### src/rtl/tcm_share_arbiter_pkg.sv
// Shared widths for the IFU/LSU single-port TCM arbiter.
// Byte address, data, byte-mask, word-address and counter widths.
package tcm_share_arbiter_pkg;

   localparam int TCM_AW    = 16;
   localparam int TCM_DW    = 32;
   localparam int TCM_MW    = TCM_DW / 8;
   localparam int TCM_WAW   = TCM_AW - 2;
   localparam int TCM_CNT_W = 8;

endpackage

### src/rtl/tcm_rsp_hold.sv
// Per-port response path: pending flag, 1-entry hold register, rdata mux.
// Ports: grant/grant_wr in, rsp_ready in, sram_dout in; free, rsp_valid/rdata out.
module tcm_rsp_hold
   import tcm_share_arbiter_pkg::*;
#(
   parameter int DW = TCM_DW
) (
   input  logic          clk,
   input  logic          rst,
   input  logic          grant,
   input  logic          grant_wr,
   input  logic          rsp_ready,
   input  logic [DW-1:0] sram_dout,
   output logic          free,
   output logic          rsp_valid,
   output logic [DW-1:0] rsp_rdata
);

   logic          pend;
   logic          pend_wr;
   logic          hold_vld;
   logic [DW-1:0] hold_data;
   logic [DW-1:0] live_data;

   assign live_data = pend_wr ? '0 : sram_dout;

   always_ff @(posedge clk) begin
      if (rst) begin
         pend      <= 1'b0;
         pend_wr   <= 1'b0;
         hold_vld  <= 1'b0;
         hold_data <= '0;
      end else begin
         pend    <= grant;
         pend_wr <= grant & grant_wr;
         // SRAM data is only valid for one cycle: park it if not taken
         if (pend && !rsp_ready) begin
            hold_vld  <= 1'b1;
            hold_data <= live_data;
         end else if (rsp_ready) begin
            hold_vld  <= 1'b0;
         end
      end
   end

   assign free = !hold_vld && !(pend && !rsp_ready);

   // In-flight response is dropped while reset is asserted
   always_comb begin
      rsp_valid = 1'b0;
      rsp_rdata = '0;
      if (!rst) begin
         rsp_valid = pend | hold_vld;
         if (hold_vld)  rsp_rdata = hold_data;
         else if (pend) rsp_rdata = live_data;
      end
   end

endmodule

### src/rtl/tcm_share_arbiter.sv
// Shares one single-port SRAM between IFU fetch and LSU data channels.
// LSU has fixed priority; IFU gets a grant after STARVE_MAX LSU wins.
module tcm_share_arbiter
   import tcm_share_arbiter_pkg::*;
#(
   parameter int AW         = TCM_AW,
   parameter int DW         = TCM_DW,
   parameter int STARVE_MAX = 4
) (
   input  logic            clk,
   input  logic            rst,
   input  logic            ifu_cmd_valid,
   output logic            ifu_cmd_ready,
   input  logic [AW-1:0]   ifu_cmd_addr,
   output logic            ifu_rsp_valid,
   input  logic            ifu_rsp_ready,
   output logic [DW-1:0]   ifu_rsp_rdata,
   input  logic            lsu_cmd_valid,
   output logic            lsu_cmd_ready,
   input  logic            lsu_cmd_read,
   input  logic [AW-1:0]   lsu_cmd_addr,
   input  logic [DW-1:0]   lsu_cmd_wdata,
   input  logic [DW/8-1:0] lsu_cmd_wmask,
   output logic            lsu_rsp_valid,
   input  logic            lsu_rsp_ready,
   output logic [DW-1:0]   lsu_rsp_rdata,
   output logic            sram_cs,
   output logic            sram_we,
   output logic [AW-3:0]   sram_addr,
   output logic [DW-1:0]   sram_wdata,
   output logic [DW/8-1:0] sram_wem,
   input  logic [DW-1:0]   sram_dout
);

   localparam logic [TCM_CNT_W-1:0] SMAX =
      TCM_CNT_W'(STARVE_MAX);

   logic                 ifu_free;
   logic                 lsu_free;
   logic                 ifu_want;
   logic                 lsu_want;
   logic                 starved;
   logic                 grant_ifu;
   logic                 grant_lsu;
   logic [TCM_CNT_W-1:0] starve_cnt;
   logic                 unused_ok;

   assign unused_ok = ^{ifu_cmd_addr[1:0], lsu_cmd_addr[1:0]};

   assign ifu_want  = ifu_cmd_valid & ifu_free;
   assign lsu_want  = lsu_cmd_valid & lsu_free;
   assign starved   = ifu_want & (starve_cnt == SMAX);
   assign grant_lsu = !rst & lsu_want & !starved;
   assign grant_ifu = !rst & ifu_want & !grant_lsu;

   assign ifu_cmd_ready = grant_ifu;
   assign lsu_cmd_ready = grant_lsu;
   assign sram_cs       = grant_ifu | grant_lsu;
   assign sram_we       = grant_lsu & !lsu_cmd_read;

   always_comb begin
      sram_addr  = '0;
      sram_wdata = '0;
      sram_wem   = '0;
      unique case (1'b1)
         grant_lsu: begin
            sram_addr  = lsu_cmd_addr[AW-1:2];
            sram_wdata = lsu_cmd_wdata;
            if (!lsu_cmd_read) sram_wem = lsu_cmd_wmask;
         end
         grant_ifu: begin
            sram_addr  = ifu_cmd_addr[AW-1:2];
         end
         default: ;
      endcase
   end

   // Counts LSU wins while the IFU is asking; saturates at SMAX
   always_ff @(posedge clk) begin
      if (rst) begin
         starve_cnt <= '0;
      end else if (grant_ifu) begin
         starve_cnt <= '0;
      end else if (grant_lsu && ifu_cmd_valid) begin
         if (starve_cnt != SMAX)
            starve_cnt <= starve_cnt + 1'b1;
      end else if (!ifu_cmd_valid) begin
         starve_cnt <= '0;
      end
   end

   tcm_rsp_hold #(.DW(DW)) u_ifu_rsp (
      .clk       (clk),
      .rst       (rst),
      .grant     (grant_ifu),
      .grant_wr  (1'b0),
      .rsp_ready (ifu_rsp_ready),
      .sram_dout (sram_dout),
      .free      (ifu_free),
      .rsp_valid (ifu_rsp_valid),
      .rsp_rdata (ifu_rsp_rdata)
   );

   tcm_rsp_hold #(.DW(DW)) u_lsu_rsp (
      .clk       (clk),
      .rst       (rst),
      .grant     (grant_lsu),
      .grant_wr  (!lsu_cmd_read),
      .rsp_ready (lsu_rsp_ready),
      .sram_dout (sram_dout),
      .free      (lsu_free),
      .rsp_valid (lsu_rsp_valid),
      .rsp_rdata (lsu_rsp_rdata)
   );

endmodule

### config.mk
export PLATFORM = sky130hd
export DESIGN_NAME = tcm_share_arbiter
export DESIGN_NICKNAME = d
export VERILOG_FILES = /design/src/rtl/tcm_share_arbiter_pkg.sv /design/src/rtl/tcm_rsp_hold.sv /design/src/rtl/tcm_share_arbiter.sv
export SDC_FILE = /design/constraint.sdc
export NUM_CORES = 1
export LEC_CHECK = 0
export CORE_AREA = 2 2 114 116
export DETAILED_ROUTE_END_ITERATION = 7
export DIE_AREA = 0 0 116 118
export PLACE_DENSITY = 0.71
export SETUP_SLACK_MARGIN = 0.4
export SYNTH_ARGS = -nofsm -noshare
export SYNTH_HDL_FRONTEND = slang
export SYNTH_SLANG_ARGS = --single-unit
export TNS_END_PERCENT = 20
### constraint.sdc
create_clock -name clk -period 5.86 [get_ports clk]
set_input_delay 1.172 -clock clk [delete_from_list [all_inputs] [get_ports clk]]
set_output_delay 1.172 -clock clk [all_outputs]
set_load 0.05 [all_outputs]
After elaboration in Yosys (flattened, before gate mapping)

Cells that the tools add are included.

Bits in registers: 77
Input port bits: 107
Output and inout bits: 120
Logic and storage cells: 63

Add/sub/neg operators: 1
Equal/unequal tests: 4
Multiplexer cells: 20
Bitwise logic cells: 11
Reduce and logical (&&, ||, !) cells: 19

Operators by type and width:

| cell                | count |
|---|---|
| $mux 32             | 8 |
| $pmux 14 s2         | 1 |
| $mux 8              | 3 |
| $logic_not 1->1     | 10 |
| $add 8x1->8 const B | 1 |
| $and 1x1->1         | 8 |
| $eq 8x3->1 const B  | 1 |
| $mux 4              | 2 |
| $ne 8x3->1 const B  | 1 |
| $mux 1              | 6 |
| $logic_and 1x1->1   | 5 |
| $ne 2x1->1 const B  | 2 |
| $reduce_bool 2->1   | 2 |
| $or 1x1->1          | 3 |
| $reduce_and 2->1    | 1 |
| $reduce_or 2->1     | 1 |

Logic depth before layout (Yosys ltp)

Gate-level depths: netlist of run 1.

Word-level depth: 11
Mapped depth: 8
Mapped depth without buffers: 6

Modules after synthesis

Synthesis of run 1 repeated with hierarchy kept, for this count alone.

Cells, all modules: 640
Area, all modules: 4845.9 µm²

By module, submodules not included:

| module            | instances | cells each | area each (µm²) |
|---|---|---|---|
| tcm_rsp_hold      | 2         | 264        | 1999.4 |
| tcm_share_arbiter | 1         | 112        | 847.1 |

Worst setup path after synthesis of run 1

No wires, ideal clock.

Path kind: input to output
Start point: in ifu_rsp_ready
End point: out sram_wem[0]
Arrival: 3.274 ns
Data required time: 4.688 ns
Path slack: 1.414 ns
Stages on the path: 4
Buffers on the path: 1
Cell sequence: nor2b_1 > clkbuf_1 > nor4_4 > nor4b_1

Cells in the longest elaborated chain, start to end: 9

RTL lines:

| what              | RTL line                | source |
|---|---|---|
| start, declared   | tcm_share_arbiter.sv:16 | `input logic ifu_rsp_ready,` |
| $logic_not 1->1   | tcm_rsp_hold.sv:46      | `assign free = !hold_vld && !(pend && !rsp_ready);` |
| $logic_and 1x1->1 | tcm_rsp_hold.sv:46      |  |
| $logic_not 1->1   | tcm_rsp_hold.sv:46      |  |
| $logic_and 1x1->1 | tcm_rsp_hold.sv:46      |  |
| $and 1x1->1       | tcm_share_arbiter.sv:50 | `assign ifu_want = ifu_cmd_valid & ifu_free;` |
| $and 1x1->1       | tcm_share_arbiter.sv:52 | `assign starved = ifu_want & (starve_cnt == SMAX);` |
| $logic_not 1->1   | tcm_share_arbiter.sv:53 | `assign grant_lsu = !rst & lsu_want & !starved;` |
| $and 1x1->1       | tcm_share_arbiter.sv:53 |  |
| $mux 4            | tcm_share_arbiter.sv:65 | `unique case (1'b1)` |
| end, declared     | tcm_share_arbiter.sv:31 | `output logic [DW/8-1:0] sram_wem,` |

Every way passes these cells.

Worst setup path in the final report of run 1

Start point: in lsu_rsp_ready
End point: out sram_wem[1]

Cells in the longest elaborated chain, start to end: 8

RTL lines:

| what                      | RTL line                | source |
|---|---|---|
| start, declared           | tcm_share_arbiter.sv:25 | `input logic lsu_rsp_ready,` |
| $logic_not 1->1           | tcm_rsp_hold.sv:46      |  |
| $logic_and 1x1->1         | tcm_rsp_hold.sv:46      |  |
| $logic_not 1->1           | tcm_rsp_hold.sv:46      |  |
| $logic_and 1x1->1         | tcm_rsp_hold.sv:46      |  |
| $and 1x1->1               | tcm_share_arbiter.sv:51 | `assign lsu_want = lsu_cmd_valid & lsu_free;` |
| $and 1x1->1 (2 in series) | tcm_share_arbiter.sv:53 |  |
| $mux 4                    | tcm_share_arbiter.sv:65 |  |

Every way passes these cells.

==> results.sh, run 1 <==
export IMPL_synth_warnings=0
export IMPL_initial_utilization=0.342
export IMPL_syn_cell_area_um2=4250
export IMPL_ys_flop_type="sky130_fd_sc_hd__dfxtp_1"
export IMPL_tritoncts_clock_tree="yes"
export IMPL_io_pin_count=227
export IMPL_final_fill_count=1194
export IMPL_die_height_um=118
export IMPL_wire_length_of_the_first_global_routing_pass_um=24400
export IMPL_layout_core_utilization=0.557
export IMPL_crit_path_category="in2out"
export IMPL_final_antenna_net_count=0
export IMPL_crit_family="buffers and inverters"
export IMPL_ir_worst_vdd_v=0.000122
export IMPL_fmax_mhz=201
export IMPL_initial_antenna_violation_count=0
export IMPL_clock_root_buffer_master="sky130_fd_sc_hd__clkbuf_16"
export IMPL_number_of_enable_type_register_cells_in_the_synthesized_netlist=0
export IMPL_worst_skew_pair_late_latency_ps=320
export IMPL_timing_hold_worst_path_depth=2
export IMPL_final_min_clock_period_ps=4960
export IMPL_cts_path_max_buffers=2
export IMPL_pre_cts_slack_ps=879
export IMPL_tightest_slew_ps=916
export IMPL_crit_path_frequent_cell="sky130_fd_sc_hd__clkdlybuf4s50_1"
export IMPL_crit_path_max_delay_cell_type="sky130_fd_sc_hd__clkdlybuf4s50_1"
export IMPL_syn_mean_instance_area_um2=7.60
export IMPL_ys_seq_area_frac=0.363
export IMPL_final_cell_count_no_fill=927
export IMPL_rr_worst_depth=6
export IMPL_layout_cells_most_common="sky130_fd_sc_hd__clkdlybuf4s50_1"
export IMPL_max_cap_violations=0
export IMPL_drive_above_1_share=0.111
export IMPL_place_gp_congestion=0.787
export IMPL_critical_path_buf_inv_count=2
export IMPL_slowest_delay_ps=910
export IMPL_grt_overflow_total=0
export IMPL_path_cells="clkdlybuf4s50_1 > nand2b_2 > nand2_1 > nor4b_1 > clkdlybuf4s50_1"
export IMPL_power_density_nw_per_um2=218
export IMPL_fin_worst_skew_ps=5.80
export IMPL_finalSetupViolations=0
export IMPL_number_of_synthesized_register_bits=77
export IMPL_p_leak_nw=2.46
export IMPL_dr_total_vias=4780
export IMPL_crit_arrival_ps=3790
export IMPL_grt_pass1_vias=4612
export IMPL_placedCellCount=911
export IMPL_core_region_area_um2=12400
export IMPL_reg2reg_setup_slack_ps=3780
export IMPL_startpoint_type="input port"
export IMPL_detail_route_wirelength_um=15800
export IMPL_clock_sinks=77
export IMPL_antenna_cells=0
export IMPL_crit_reg2reg_capture="starve_cnt[3]"
export IMPL_detail_route_vias_per_cell=5.16
export IMPL_final_setup_worst_slack_ps=895
export IMPL_post_cts_setup_buffer_count=0
export IMPL_critPathMaxFanout=31
export IMPL_row_count=41
export IMPL_worst_min_path_start="u_ifu_rsp.hold_data[15]"
export IMPL_post_cts_hold_buffer_count=0
export IMPL_hold_path_class="reg2reg"
export IMPL_final_period_utilization=0.847
export IMPL_hold_path_endpoint="u_ifu_rsp.hold_data[15]"
export IMPL_die_area_um2=13700
export IMPL_ys_async_sr_fraction=0
export IMPL_pin_count_of_the_biggest_net_entering_global_routing=67
export IMPL_syn2layout_area_growth_pct=62.8
export IMPL_yosys_cell_types_count=36
export IMPL_final_nets=859
export IMPL_report_final_slew_viol_count=0
export IMPL_cp_data_required_time_ps=4690
export IMPL_post_synth_inst_count=559
export IMPL_place_detailed_hpwl_um=11200
export IMPL_r2r_start="starve_cnt[0]"
export IMPL_wire_per_inst_um=17.0
export IMPL_clk_pin_slew_worst_paths_ps=60
export IMPL_rsz0062_at_grt="no"
export IMPL_grt_total_usage=0.224
export IMPL_outcome="completed"
export IMPL_initialDrtViolationCount=232
export IMPL_endpoint_kind="output pin"
export IMPL_layout_cells_most_common_list="172 x sky130_fd_sc_hd__clkdlybuf4s50_1, 102 x sky130_fd_sc_hd__nor2_1, 76 x sky130_fd_sc_hd__dfxtp_1"
export IMPL_drt_pre_antenna_iters=4
export IMPL_worst_slew_margin_rel=0.388
export IMPL_cts_buffers_inserted=9
export IMPL_post_cts_resized=0
export IMPL_port_buffers=222
export IMPL_report_final_hold_viol_count=0
export IMPL_die_width_um=116
export IMPL_setup_total_negative_slack_ps=0
export IMPL_synth_fp_nets=668
export IMPL_remaining_drc_errors=0
export IMPL_h_tree_depth=3
[synthesized netlist by cell type, types with 2 or more instances]
library cell	number	area, um2
sky130_fd_sc_hd__nor2_1	102	383
sky130_fd_sc_hd__dfxtp_1	77	1540
sky130_fd_sc_hd__a21oi_1	70	350
sky130_fd_sc_hd__nand2_1	67	251
sky130_fd_sc_hd__clkbuf_1	34	128
sky130_fd_sc_hd__nor3b_1	34	255
sky130_fd_sc_hd__mux2i_1	33	330
sky130_fd_sc_hd__a22oi_1	32	240
sky130_fd_sc_hd__and2_1	32	200
sky130_fd_sc_hd__a22o_1	14	123
sky130_fd_sc_hd__buf_1	11	41.3
sky130_fd_sc_hd__inv_1	6	22.5
sky130_fd_sc_hd__nand3_1	4	20.0
sky130_fd_sc_hd__nor4b_1	4	35.0
sky130_fd_sc_hd__buf_2	3	15.0
sky130_fd_sc_hd__buf_6	3	33.8
sky130_fd_sc_hd__nand2b_1	3	18.8
sky130_fd_sc_hd__nor3_1	3	15.0
sky130_fd_sc_hd__o21ai_0	3	15.0
sky130_fd_sc_hd__o31ai_1	3	22.5
sky130_fd_sc_hd__or3_1	3	18.8
sky130_fd_sc_hd__or4_1	3	22.5
sky130_fd_sc_hd__ha_1	2	25.0
[metal layers]
layer / part of all wire / GRT usage
met4: 0.033 / 0.0982
met2: 0.50 / 0.395
met3: 0.085 / 0.0551
met1: 0.38 / 0.253
met5: 0 / 0
[tightest hold or removal path, cell delays in order (launching register included)]
cell and delay (ps):
sky130_fd_sc_hd__dfxtp_1 310, sky130_fd_sc_hd__nand2_1 50, sky130_fd_sc_hd__a21oi_1 50
[cell families after synthesis]
family	after synthesis	synth area share
muxes	33	0.0778
buffers and inverters	57	0.0566
DFF	77	0.363
xor gates and xnor gates	1	0.00206
adders and majority gates	2	0.00589
AOI/OAI and AO/OA	126	0.185
and+or+nand+nor	263	0.309
[stage by stage]
step / hold slack, ps / power [W] / cell area, um2
global route: 474 / 0.00156 / 6910
global placement: 441 / 0.000963 / 6620
CTS: 457 / 0.00152 / 6910
detailed placement: 449 / 0.000968 / 6620
finish: 455 / 0.00151 / 6910
floorplan: 436 / 0.000781 / 4250
[worst max path at each step]
stage	from	endpoint	slack [ps]	cells after the start
CTS	lsu_rsp_ready	sram_wem[1]	850	5
finish	lsu_rsp_ready	sram_wem[1]	900	5
floorplan	ifu_rsp_ready	sram_wem[0]	1410	4
detailed placement	lsu_rsp_ready	sram_wem[1]	880	5
global placement	lsu_rsp_ready	sram_wem[0]	910	5
global route	lsu_rsp_ready	sram_wem[2]	720	5
[where the power goes]
group	internal (W)	switching [W]
clock network	0.000340	0.000209
registers	0.000539	0.00000964
logic	0.000170	0.000237
total	0.00105	0.000456
[state kept, by name (all words and copies together), names as in the netlist]
signal,cells
u_ifu_rsp.hold_data,32
u_lsu_rsp.hold_data,32
starve_cnt,8
u_ifu_rsp.hold_vld,1
u_ifu_rsp.pend,1
u_lsu_rsp.hold_vld,1
u_lsu_rsp.pend,1
u_lsu_rsp.pend_wr,1
[final cells by class]
type | instances | area [um2] | area share
Sequential cell | 77 | 1540 | 0.223
Clock buffer | 12 | 246 | 0.0357
Multi-Input combinational cell | 425 | 2490 | 0.360
Clock inverter | 4 | 47.5 | 0.00688
Timing Repair Buffer | 231 | 2350 | 0.340
Tap cell | 172 | 215 | 0.0311
Inverter | 6 | 22.5 | 0.00326
No activity file was read; power rests on OpenSTA's default activity.
==> run 2, diff against run 1 <==
Clock period 5.86 ns to 4.75 ns, I/O delays scaled along.
==> run 2 against run 1 <==
  * Via count decreased by 0.56%
  * Routed wire length is 0.97% higher
  * Non-clock buffer count increased by 1
  * Clock skew grew 1.2 ps
  * Largest power group is now sequential cells
  * Highest routed layer unchanged
  * Sequential share of layout area shrank 1.3 points
  * Hold slack lost 1.8 ps
==> results.sh, run 2 (synthesized netlist as in run 1, its figures left out) <==
export IMPL_power_report_internal_total_w=0.00131
export IMPL_grt_pass1_vias=4541
export IMPL_p_leak_nw=2.58
export IMPL_crit_arrival_ps=3080
export IMPL_startpoint_type="input port"
export IMPL_rr_worst_depth=6
export IMPL_outcome="completed"
export IMPL_wire_length_of_the_first_global_routing_pass_um=24100
export IMPL_worst_slew_margin_rel=0.387
export IMPL_final_period_utilization=0.848
export IMPL_final_min_clock_period_ps=4030
export IMPL_crit_family="simple AND/OR/NAND/NOR gates"
export IMPL_power_share_switching=0.302
export IMPL_ir_worst_vdd_v=0.000202
export IMPL_post_cts_resized=0
export IMPL_tritoncts_clock_tree="yes"
export IMPL_rsz0062_at_grt="no"
export IMPL_critical_path_buf_inv_count=2
export IMPL_die_area_um2=13700
export IMPL_syn2layout_area_growth_pct=73.0
export IMPL_core_region_area_um2=12400
export IMPL_final_nets=860
export IMPL_worst_skew_pair_late_latency_ps=320
export IMPL_cp_data_required_time_ps=3800
export IMPL_initial_antenna_violation_count=1
export IMPL_post_cts_hold_buffer_count=0
export IMPL_hold_path_endpoint="u_ifu_rsp.hold_data[24]"
export IMPL_final_setup_worst_slack_ps=724
export IMPL_report_final_hold_viol_count=0
export IMPL_pin_count_of_the_biggest_net_entering_global_routing=66
export IMPL_drive_above_1_share=0.120
export IMPL_grt_overflow_total=0
export IMPL_path_cells="clkdlybuf4s50_1 > nand2b_2 > o211ai_2 > nor3b_4 > a22o_1 > buf_12"
export IMPL_crit_path_category="in2out"
export IMPL_place_gp_congestion=0.847
export IMPL_endpoint_kind="output pin"
export IMPL_placedCellCount=912
export IMPL_top_regs="u_ifu_rsp.hold_data (32), u_lsu_rsp.hold_data (32), starve_cnt (8)"
export IMPL_clock_root_buffer_master="sky130_fd_sc_hd__clkbuf_16"
export IMPL_layout_cells_most_common_list="167 x sky130_fd_sc_hd__clkdlybuf4s50_1, 102 x sky130_fd_sc_hd__nor2_1, 76 x sky130_fd_sc_hd__dfxtp_1"
export IMPL_final_cell_count_no_fill=929
export IMPL_cts_path_max_buffers=2
export IMPL_crit_reg2reg_capture="starve_cnt[0]"
export IMPL_drt_pre_antenna_iters=5
export IMPL_netSwitchingPower_w=0.000568
export IMPL_detail_route_wirelength_um=16000
export IMPL_tightest_slew_ps=918
export IMPL_cp_startpoint="lsu_rsp_ready"
export IMPL_hold_path_class="reg2reg"
export IMPL_dr_total_vias=4753
export IMPL_detail_route_vias_per_cell=5.12
export IMPL_critPathMaxFanout=17
export IMPL_p_clk_frac=0.352
export IMPL_post_cts_setup_buffer_count=0
export IMPL_timing_hold_ws_ps=453
export IMPL_final_antenna_net_count=0
export IMPL_layout_cells_most_common="sky130_fd_sc_hd__clkdlybuf4s50_1"
export IMPL_final_fill_count=1144
export IMPL_pre_cts_slack_ps=717
export IMPL_worst_min_path_start="u_ifu_rsp.hold_data[24]"
export IMPL_initialDrtViolationCount=234
export IMPL_die_height_um=118
export IMPL_report_final_slew_viol_count=0
export IMPL_clock_sinks=77
export IMPL_initial_utilization=0.342
export IMPL_finalSetupViolations=0
export IMPL_share_seq_of_total_power=0.361
export IMPL_die_width_um=116
export IMPL_reg2reg_setup_slack_ps=2600
export IMPL_pwr_share_comb=0.287
export IMPL_row_count=41
export IMPL_h_tree_depth=3
export IMPL_fmax_mhz=248
export IMPL_grt_total_usage=0.222
export IMPL_report_power_total_w=0.00188
export IMPL_wire_per_inst_um=17.2
export IMPL_power_density_nw_per_um2=256
export IMPL_place_detailed_hpwl_um=11700
export IMPL_timing_hold_worst_path_depth=2
export IMPL_crit_path_max_delay_cell_type="sky130_fd_sc_hd__nor3b_4"
export IMPL_fin_worst_skew_ps=7.00
export IMPL_port_buffers=222
export IMPL_clk_pin_slew_worst_paths_ps=60
export IMPL_setup_total_negative_slack_ps=0
export IMPL_max_cap_violations=0
export IMPL_remaining_drc_errors=0
export IMPL_slowest_delay_ps=700
export IMPL_cts_buffers_inserted=9
export IMPL_r2r_start="starve_cnt[0]"
export IMPL_io_pin_count=227
-- run 2: power by group through the flow --
| stage | clock network (W) | logic [W] | registers (W) |
|---|---|---|---|
| floorplan | 0 | 0.000278 | 0.000685 |
| global placement | 0 | 0.000536 | 0.000692 |
| detailed placement | 0 | 0.000541 | 0.000693 |
| CTS | 0.000672 | 0.000543 | 0.000679 |
| global route | 0.000711 | 0.000567 | 0.000681 |
| finish | 0.000662 | 0.000540 | 0.000679 |
-- run 2: final cells by class --
class                           instances  area, um2  share of cell area
Sequential cell                        77       1540               0.210
Antenna cell                            1       2.50            0.000341
Clock buffer                           10        229              0.0312
Tap cell                              172        215              0.0293
Inverter                                6       22.5             0.00307
Clock inverter                          6       63.8             0.00869
Timing Repair Buffer                  232       2790               0.379
Multi-Input combinational cell        425       2490               0.338
-- run 2: layer usage --
layer | vias to the layer above | GRT usage | routed length, um
li1 | 2294 | - | -
met1 | 2240 | 0.250 | 6200
met3 | 22 | 0.0592 | 1360
met5 | - | 0 | 0
met2 | 197 | 0.395 | 7920
met4 | 0 | 0.0811 | 476
-- run 2: worst max path at each step --
stage / to / slack [ps] / depth (start not counted)
after global placement: sram_addr[4] / 780 / 6
after detailed placement: sram_addr[4] / 720 / 6
after global routing: sram_addr[4] / 600 / 6
after floorplan: sram_wem[0] / 750 / 4
final: sram_addr[4] / 720 / 6
after CTS: sram_addr[4] / 710 / 6
-- run 2: tightest hold or removal path, delay by kind of cell (launching register included) --
kind,cells,cell delay [ps]
AO/OA/AOI/OAI,1,50
flip-flops,1,310
AND/OR/NAND/NOR,1,50
-- run 2: stage by stage --
step / area, um2 / utilization
global route: 7350 / 0.592
finish: 7350 / 0.592
floorplan: 4250 / -
detailed placement: 7050 / 0.568
CTS: 7340 / 0.592
global placement: 7050 / 0.568
==> run 3, diff against run 2 <==
Clock period 4.75 ns to 4.1 ns, I/O delays scaled along.
==> run 3 against run 2 <==
  * Global-route usage grew 0.73 points
  * Clock-buffer cell count shrank 1
  * Combinational power grew 18%
  * Final cell count grew 0.22%
  * Critical endpoint unchanged
  * Largest power group is now the clock network
==> results.sh, run 3 (synthesized netlist as in run 1, its figures left out) <==
export IMPL_outcome="completed"
export IMPL_place_detailed_hpwl_um=11700
export IMPL_rsz0062_at_grt="no"
export IMPL_drt_pre_antenna_iters=4
export IMPL_die_area_um2=13700
export IMPL_sequential_cell_area_in_the_final_layout_um2=1540
export IMPL_post_cts_hold_buffer_count=0
export IMPL_cp_data_required_time_ps=3280
export IMPL_detail_route_vias_per_cell=5.18
export IMPL_final_fill_count=1081
export IMPL_p_leak_nw=2.66
export IMPL_wire_length_of_the_first_global_routing_pass_um=24900
export IMPL_clock_sinks=77
export IMPL_syn2layout_area_growth_pct=75.5
export IMPL_layout_core_utilization=0.600
export IMPL_power_density_nw_per_um2=311
export IMPL_endpoint_kind="output pin"
export IMPL_initial_utilization=0.342
export IMPL_dpl_instance_area_um2=7080
export IMPL_pin_count_of_the_biggest_net_entering_global_routing=69
export IMPL_tightest_slew_ps=930
export IMPL_critPathMaxFanout=47
export IMPL_worst_skew_pair_late_latency_ps=330
export IMPL_io_pin_count=227
export IMPL_final_min_clock_period_ps=3560
export IMPL_crit_family="buffers and inverters"
export IMPL_ir_worst_vdd_v=0.000189
export IMPL_multi_input_comb_area_um2=2490
export IMPL_grt_overflow_total=0
export IMPL_hold_path_class="reg2reg"
export IMPL_netSwitchingPower_w=0.000673
export IMPL_remaining_drc_errors=0
export IMPL_initial_antenna_violation_count=1
export IMPL_report_final_slew_viol_count=0
export IMPL_reg2reg_setup_slack_ps=1980
export IMPL_row_count=41
export IMPL_dr_total_vias=4825
export IMPL_power_share_switching=0.290
export IMPL_fmax_mhz=281
export IMPL_core_region_area_um2=12400
export IMPL_die_width_um=116
export IMPL_final_period_utilization=0.869
export IMPL_p_clk_frac=0.388
export IMPL_initialDrtViolationCount=224
export IMPL_wire_per_inst_um=17.5
export IMPL_layout_cells_most_common_list="155 x sky130_fd_sc_hd__clkdlybuf4s50_1, 102 x sky130_fd_sc_hd__nor2_1, 76 x sky130_fd_sc_hd__dfxtp_1"
export IMPL_power_report_internal_total_w=0.00165
export IMPL_place_gp_congestion=0.841
export IMPL_layout_cell_area_non_filler_um2=7450
export IMPL_cts_path_max_buffers=2
export IMPL_fin_worst_skew_ps=8.86
export IMPL_detail_route_wirelength_um=16300
export IMPL_max_cap_violations=0
export IMPL_path_cells="clkdlybuf4s50_1 > nand2b_1 > nor4_4 > nor2_2 > buf_6 > a22o_1 > buf_12"
export IMPL_report_final_hold_viol_count=0
export IMPL_share_seq_of_total_power=0.338
export IMPL_grt_total_usage=0.229
export IMPL_grt_pass1_vias=4718
export IMPL_final_nets=863
export IMPL_tritoncts_clock_tree="yes"
export IMPL_final_antenna_net_count=0
export IMPL_clock_root_buffer_master="sky130_fd_sc_hd__clkbuf_16"
export IMPL_h_tree_depth=3
export IMPL_crit_path_category="in2out"
export IMPL_crit_arrival_ps=2740
export IMPL_startpoint_type="input port"
export IMPL_layout_cells_most_common="sky130_fd_sc_hd__clkdlybuf4s50_1"
export IMPL_pwr_share_comb=0.273
export IMPL_critical_path_buf_inv_count=3
export IMPL_port_buffers=222
export IMPL_top_regs="u_ifu_rsp.hold_data (32), u_lsu_rsp.hold_data (32), starve_cnt (8)"
export IMPL_worst_slew_margin_rel=0.379
export IMPL_drive_above_1_share=0.140
export IMPL_clk_pin_slew_worst_paths_ps=60
export IMPL_setup_total_negative_slack_ps=0
export IMPL_crit_path_max_delay_cell_type="sky130_fd_sc_hd__clkdlybuf4s50_1"
export IMPL_cts_buffers_inserted=9
export IMPL_slowest_delay_ps=530
export IMPL_die_height_um=118
export IMPL_timing_hold_ws_ps=453
export IMPL_finalSetupViolations=0
[run 3: changes by cell type in the layout (fill, tap and decap cells not counted), sizes merged]
cell	before	now
clkinvlp	2	0
clkbuf	10	9
buf	65	80
bufinv	1	3
clkdlybuf4s50	167	155
[run 3: final timing paths]
check | to | depth (start not counted) | startpoint
worst min-delay path | u_ifu_rsp.hold_data[15] | 2 | u_ifu_rsp.hold_data[15]
worst max register to register | starve_cnt[0] | 6 | starve_cnt[0]
worst max-delay path | sram_addr[4] | 7 | ifu_cmd_valid
worst min register to register | u_ifu_rsp.hold_data[15] | 2 | u_ifu_rsp.hold_data[15]
[run 3: what timing repair did]
item / CTS / global route
resized for setup: 0 / 1
setup buffers: 2 / 0
setup endpoints to repair: 14 / 15
[run 3: per-stage QoR]
step                      setup slack, ps  cells  total power, W
after global placement                391    913         0.00142
final                                 535    931         0.00232
after detailed placement              337    913         0.00143
after global routing                  403    931         0.00240
after floorplan                       358    559         0.00112
after CTS                             479    930         0.00234
[run 3: layout make-up]
type,instances,share of cell area
inverters,6,0.00302
clock inverters,6,0.0151
clock buffers,9,0.0302
multi-input cells,425,0.334
diodes,1,0.000336
flip-flops and latches,77,0.207
well taps,172,0.0289
repair buffers,235,0.382
[run 3: power by group through the flow]
stage	Sequential (W)	Combinational [W]	Clock (W)
3_3_place_gp	0.000799	0.000625	0
3_5_place_dp	0.000801	0.000632	0
2_1_floorplan	0.000794	0.000323	0
6_report	0.000785	0.000635	0.000901
5_1_grt	0.000787	0.000666	0.000950
4_1_cts	0.000784	0.000638	0.000914
[run 3: metal layers]
metal	share of wire	routed length, um	vias up	track usage
li1	-	-	2311	-
met1	0.38	6240	2295	0.258
met2	0.51	8350	187	0.408
met3	0.074	1200	32	0.0566
met4	0.030	495	0	0.0908
met5	0	0	-	0
[run 3: tightest hold or removal path: cells and delay by family, from the launching register on]
kind             cells  cell delay [ps]
AO/OA/AOI/OAI        1               50
flip-flops           1              310
AND/OR/NAND/NOR      1               50
